==> config.mk <==
export PLATFORM = sky130hd
export DESIGN_NAME = itcm_boot_loader
export DESIGN_NICKNAME = d
export VERILOG_FILES = /design/src/rtl/itcm_boot_loader.sv
export SDC_FILE = /design/constraint.sdc
export NUM_CORES = 1
export LEC_CHECK = 0
export ABC_AREA = 1
export CAP_MARGIN = 20
export CORE_MARGIN = 2
export CORE_UTILIZATION = 42
export CTS_CLUSTER_DIAMETER = 30
export DETAILED_ROUTE_END_ITERATION = 10
export SYNTH_ARGS = -nofsm -noshare
export SYNTH_HDL_FRONTEND = slang
export SYNTH_SLANG_ARGS = --single-unit
export TNS_END_PERCENT = 10
==> constraint.sdc <==
create_clock -name clk -period 4.8 [get_ports clk]
set_input_delay 0.96 -clock clk [delete_from_list [all_inputs] [get_ports clk]]
set_output_delay 0.96 -clock clk [all_outputs]
set_load 0.02 [all_outputs]
==> src/rtl/itcm_boot_loader.sv <==
// itcm_boot_loader: streams a length-prefixed byte image into the 64-bit ITCM and holds the core in reset until the load completes.
// Optional feature macro: ITCM_BOOT_CSUM_EN adds a trailing mod-256 checksum byte after the data.
module itcm_boot_loader #(
    parameter int ITCM_SIZE = 16384,
    parameter int ADDR_W    = 11
) (
    input  logic              clk,
    input  logic              cpurst_n,
    input  logic              rx_valid,
    input  logic [7:0]        rx_data,
    output logic              rx_ready,
    input  logic              reload,
    output logic              itcm_we,
    output logic [ADDR_W-1:0] itcm_addr,
    output logic [63:0]       itcm_wdata,
    output logic [7:0]        itcm_wmask,
    output logic              core_rst,
    output logic              done,
    output logic              err
);
`ifdef ITCM_BOOT_CSUM_EN
    typedef enum logic [2:0] {S_LEN, S_DATA, S_CSUM, S_DONE, S_ERR} state_t;
    logic [7:0]  sum;
`else
    typedef enum logic [2:0] {S_LEN, S_DATA, S_DONE, S_ERR} state_t;
`endif
    state_t      state;
    logic [1:0]  lcnt;
    logic [31:0] len;
    logic [31:0] cnt;
    logic [63:0] acc;
    logic [7:0]  mask;
    logic        hs;
    logic        last;
    logic [31:0] len_nxt;
    logic [31:0] cnt_nxt;
    logic [63:0] acc_nxt;
    logic [7:0]  mask_nxt;

    assign hs       = rx_valid & rx_ready;
    assign len_nxt  = {rx_data, len[31:8]};
    assign cnt_nxt  = cnt + 32'd1;
    assign last     = cnt_nxt == len;
    assign acc_nxt  = acc | (64'(rx_data) << {cnt[2:0], 3'b000});
    assign mask_nxt = mask | (8'd1 << cnt[2:0]);

    // Frame sequencer: length capture, word packing, optional checksum, terminal done/error states.
    always_ff @(posedge clk or negedge cpurst_n) begin
        if (!cpurst_n) begin
            state      <= S_LEN;
            lcnt       <= '0;
            len        <= '0;
            cnt        <= '0;
            acc        <= '0;
            mask       <= '0;
`ifdef ITCM_BOOT_CSUM_EN
            sum        <= '0;
`endif
            rx_ready   <= 1'b0;
            itcm_we    <= 1'b0;
            itcm_addr  <= '0;
            itcm_wdata <= '0;
            itcm_wmask <= '0;
            core_rst   <= 1'b1;
            done       <= 1'b0;
            err        <= 1'b0;
        end else if (reload) begin
            state      <= S_LEN;
            lcnt       <= '0;
            len        <= '0;
            cnt        <= '0;
            acc        <= '0;
            mask       <= '0;
`ifdef ITCM_BOOT_CSUM_EN
            sum        <= '0;
`endif
            rx_ready   <= 1'b1;
            itcm_we    <= 1'b0;
            core_rst   <= 1'b1;
            done       <= 1'b0;
            err        <= 1'b0;
        end else begin
            itcm_we <= 1'b0;
            case (state)
                S_LEN: begin
                    rx_ready <= 1'b1;
                    if (hs) begin
                        len  <= len_nxt;
                        lcnt <= lcnt + 2'd1;
                        if (lcnt == 2'd3) begin
                            if (len_nxt > 32'(ITCM_SIZE)) begin
                                state    <= S_ERR;
                                rx_ready <= 1'b0;
                            end else if (len_nxt == 32'd0) begin
`ifdef ITCM_BOOT_CSUM_EN
                                state    <= S_CSUM;
`else
                                state    <= S_DONE;
                                rx_ready <= 1'b0;
`endif
                            end else begin
                                state <= S_DATA;
                            end
                        end
                    end
                end
                S_DATA: begin
                    if (hs) begin
                        cnt <= cnt_nxt;
`ifdef ITCM_BOOT_CSUM_EN
                        sum <= sum + rx_data;
`endif
                        if (cnt[2:0] == 3'd7 || last) begin
                            itcm_we    <= 1'b1;
                            itcm_addr  <= cnt[ADDR_W+2:3];
                            itcm_wdata <= acc_nxt;
                            itcm_wmask <= mask_nxt;
                            acc        <= '0;
                            mask       <= '0;
                        end else begin
                            acc  <= acc_nxt;
                            mask <= mask_nxt;
                        end
                        if (last) begin
`ifdef ITCM_BOOT_CSUM_EN
                            state    <= S_CSUM;
`else
                            state    <= S_DONE;
                            rx_ready <= 1'b0;
`endif
                        end
                    end
                end
`ifdef ITCM_BOOT_CSUM_EN
                S_CSUM: begin
                    if (hs) begin
                        state    <= (rx_data == sum) ? S_DONE : S_ERR;
                        rx_ready <= 1'b0;
                    end
                end
`endif
                S_DONE: begin
                    done     <= 1'b1;
                    core_rst <= 1'b0;
                end
                S_ERR: begin
                    err <= 1'b1;
                end
                default: begin
                    state <= S_ERR;
                end
            endcase
        end
    end
endmodule
# After elaboration in Yosys (flattened, before gate mapping)
# Index checks and enable logic that the tools add are counted.
# word_totals
regBits,229
output_inout_bits,88
wordCells,92
# classes
add_sub_neg,2
n_lt_le_gt_ge,1
n_eq_ne,11
n_shift,2
mux,43
n_bitwise,4
n_reduce_logical,15
# op_table
operator,n
$mux W64,4
$mux W32,6
$or A64 B64 Y64,1
$shl A8 B6 Y64,1
$add A32 B1 Y32 const B,1
$eq A32 B32 Y1,1
$gt A32 B15 Y1 const B,1
$logic_not A32 Y1,1
$mux W8,4
$mux W1,17
$mux W3,5
$ne A3 B3 Y1 const B,4
$mux W2,5
$reduce_bool A2 Y1,5
$pmux W3 S3,1
$or A8 B8 Y8,1
$shl A1 B3 Y8 const A,1
$eq A3 B2 Y1 const B,2
$reduce_and A5 Y1,1
$reduce_and A2 Y1,2
$reduce_and A4 Y1,1
$eq A3 B1 Y1 const B,1
$eq A3 B3 Y1 const B,1
$logic_not A3 Y1,1
other kinds (10),10

# Depth between registers and ports, before layout
# logic_depth
word_depth,7
ltp_mapped,21
mapped_depth_nobuf,18

# Least setup slack after synthesis
# No wires, ideal clock.
# synth_path
kind,register to register
startpoint,reg cnt[1]
endpoint,reg itcm_wdata[37]
setup_ns,0.123
arrival_ns,2.580
required_ns,4.677
setup_slack_ns,2.097
stages_incl_launch_ff,21
period_less_slack_ns,2.703
cell_sequence,dfrtp_1 buf_4 inv_1 clkbuf_1 ha_1 xnor2_1 o21ai_0 nor2_1 nand3_1 nor2_1 nand2_1 nor2_1 nand2_1 nor2_2 nand3_2 nand2_2 nand2_4 buf_6 buf_6 nand2_1 o21ai_2
# synth_via
elab_chain_len,4
# synth_lines
element,line,text
from (decl),30,logic [31:0] cnt;
from (signal assigned),109,cnt <= cnt_nxt;
$add A32 B1 Y32,42,assign cnt_nxt = cnt + 32'd1;
$eq A32 B32 Y1,43,assign last = cnt_nxt == len;
$logic_or A1 B1 Y1,113,if (cnt[2:0] == 3'd7 || last) begin
$reduce_and A4 Y1 (no source line),--,
to (signal assigned),116,itcm_wdata <= acc_nxt;
to (decl),15,"output logic [63:0] itcm_wdata,"
# Parallel ways exist; a longest one is shown, timed or not.
# A chain may end at the register's enable or synchronous reset.

# Final worst setup path
# layout_path
startpoint,reg cnt[1]
endpoint,reg acc[22]
# layout_via
elab_chain_len,7
# layout_lines
element,line,text
$add A32 B1 Y32,42,
$eq A32 B32 Y1,43,
$logic_or A1 B1 Y1,113,
$mux W64 *,113,
$mux W64 *,108,if (hs) begin
$mux W64 *,84,case (state)
$mux W64 *,67,end else if (reload) begin
to (signal assigned),121,acc <= acc_nxt;
to (decl),31,logic [63:0] acc;
# Mark *: on every way between the ends. The rest lies on a longest branch, timed or not. The select of a mux whose other input is x is not followed.

==> impl_metrics.yaml <==
status:
  outcome: "finished, final reports clean"
power_and_ir_drop:
  max-vdd-ir-drop_mv: 0.302
  p_leak_nw: 6.24
  powerDensity_mw_per_mm2: 451
  power_mw: 6.34
timing:
  fin_crit_sh: 0.813
  drv_slew: 0
  hold_ws_ns: 0.437
  tightest_slew_ns: 1.03
  hold_viol_final: 0
  timing.fmax_ghz: 0.256
  slew_headroom: 0.311
  period_needed_ns: 3.90
  finClkSkew_ns: 0.0190
  setup_viol: 0
  rsz0062_at_grt: "false"
  finalSetupTns_ns: 0
die:
  core-area_mm2: 0.0253
  dieArea_mm2: 0.0273
  die_w_um: 165
  io_pins: 100
  num_rows: 58
  start_util: 0.431
  die_h_um: 165
layout:
  multiInputGateArea_mm2: 0.00444
  register_area_mm2: 0.00571
  nets: 1494
  drive_above_1_share: 0.0928
  fin_cells: 1849
  fillCellCount: 2339
  antenna_cells: 0
  area_growth_pct: 28.9
clock_network:
  cts-root-buf: "clkbuf_16"
  cts_setup_buffers: 0
  clkSlewWorstSetupHoldPaths_ns: 0.05
  ctsResizeCount: 0
  cts_tree: "yes"
  clock_path_buffers: 3
  holdBufCountCts: 0
  numCtsBuffers: 53
  cts-htree-levels: 2
  cts_sinks: 228
  clkLatencyLatePin_ns: 0.56
critical_path:
  path_max_fanout: 30
  rr_worst_depth: 16
  r2r_slack_ns: 0.90
  crit_required_ns: 5.26
  rr_startpoint: "cnt[1]$_DFFE_PN0P_"
  start_kind: "register"
  startpoint: "cnt[1]$_DFFE_PN0P_"
  r2r_end: "acc[22]$_DFFE_PN0P_"
  cp_data_arrival_time_ns: 4.37
  worst_setup_path_end_kind: "register"
  path_class: "register to register"
global_routing:
  grt_max_degree: 112
  grt_pass1_wl_mm: 51.6
  grt_pass1_vias: 9482
  overflow: 0
  antenna_found_initial: 0
  grt_usage: 0.244
synth:
  synth-main-ff-cell: "dfrtp_1"
  yosysSeqAreaShare: 0.523
  synth_top_area_frac: 0.521
  synthCells: 1370
  netlist_area_mm2: 0.0109
  synth.avg_cell_area_um2: 7.96
  ys_seq_elements: 228
  synthesis.nets: 1389
  synth_edf_count: 0
  ys_async_sr_fraction: 1.00
  synth_area_leaders: "dfrtp_1 (52%), nand2_1 (14%), nand3_1 (5.8%)"
  synth_top_cell_by_area: "dfrtp_1"
  synth.distinct_cells: 34
  yosys_warnings: 0
drt:
  wl_mm: 32.3
  via_per_inst: 5.34
  route.detailed.drc: 0
  postRouteAntennaNets: 0
  wl_per_cell_um: 17.5
  num_vias: 9867
  drt_pre_antenna_iters: 5
  drtIter0Drc: 893
hold_path:
  hold_path_class: "primary input to async pin"
placement:
  dpl.hpwl_mm: 21.5
  place_congestion: 0.934
  dp.cells: 1749
  io_buffers: 99
run:
  maxCapViolations: 0
[per-stage QoR]
step                      utilization  setup WS, ns  instance area [um^2]
final                           0.555         0.896                 14100
after detailed placement        0.480         0.958                 12100
after floorplan                     -          2.10                 10900
after global routing            0.555         0.496                 14100
after CTS                       0.554         0.883                 14000
after global placement          0.480          1.03                 12100
[where the power goes]
part | internal, mW | switching (mW) | total, mW
logic | 0.159 | 0.404 | 0.563
registers | 1.99 | 0.0448 | 2.03
clock network | 2.58 | 1.17 | 3.75
total | 4.73 | 1.62 | 6.34
[cells by family after synthesis]
kind of cell	Yosys count	share of synthesized area
flip-flops	228	0.523
AO/OA/AOI/OAI	272	0.133
adder cells (fa/ha/maj)	7	0.00803
XOR/XNOR	5	0.00528
AND/OR/NAND/NOR	678	0.260
buffers and inverters	180	0.0707
[worst max-delay path: stages (launching register included)]
cell     delay, ns
dfrtp_1       0.77
ha_1          0.34
nand2_1       0.09
nor2_2        0.37
nand2_2       0.18
nor2_1        0.26
nand3_1       0.14
nand2_1       0.10
nand2_1       0.06
nand2_1       0.06
nor2_1        0.04
nand2_1       0.08
nor2_2        0.05
nand3_2       0.09
nand3_2       0.53
buf_4         0.44
a21oi_1       0.18
[placed cells by master, fill, tap and decap left out, drive strengths merged, types with 8 or more instances in the layout]
cell type,instances
nand4,11
inv,118
clkinv,14
nor3,18
buf,19
a31oi,10
clkdlybuf4s50,98
nand2,426
a21oi,105
bufinv,8
o21ai,123
nor2,90
nand3,128
clkbuf,65
dfrtp,227
o22ai,31
[state kept, by name (all words and copies together), names as in the netlist]
name        cells
acc            64
itcm_wdata     64
cnt            32
len            32
itcm_addr      11
itcm_wmask      8
mask            8
lcnt            2
state           2
core_rst        1
done            1
err             1
itcm_we         1
rx_ready        1
[cell type report]
class                      instances  area share
timing repair buffer             117      0.0845
inverter                         113      0.0302
clock inverter                    34      0.0310
multi-input combinational        962       0.316
sequential                       228       0.406
clock buffer                      65       0.103
tap                              330      0.0294
[worst max-delay path by stage]
stage,cells after the start,to
global placement,16,acc[4]$_DFFE_PN0P_
detailed placement,17,acc[22]$_DFFE_PN0P_
global route,16,acc[22]$_DFFE_PN0P_
CTS,16,acc[22]$_DFFE_PN0P_
floorplan,20,itcm_wdata[37]$_DFFE_PN0P_
finish,16,acc[22]$_DFFE_PN0P_
[layer usage]
metal / global-route usage / share of wire / vias to the layer above
li1: - / - / 4741
met1: 0.346 / 0.45 / 4695
met2: 0.372 / 0.45 / 366
met3: 0.0532 / 0.075 / 65
met4: 0.0755 / 0.024 / 0
met5: 0 / 0 / -
[synthesized netlist by cell type (all sizes together), types with 7 or more instances]
library cell  count
nand2           426
dfrtp           227
nand3           128
o21ai           123
inv             113
a21oi           105
nor2             90
clkbuf           43
o22ai            31
buf              24
nor3             18
nand4            11
a31oi            10
ha                7
Note: power is estimated with default switching activity, not from simulation.
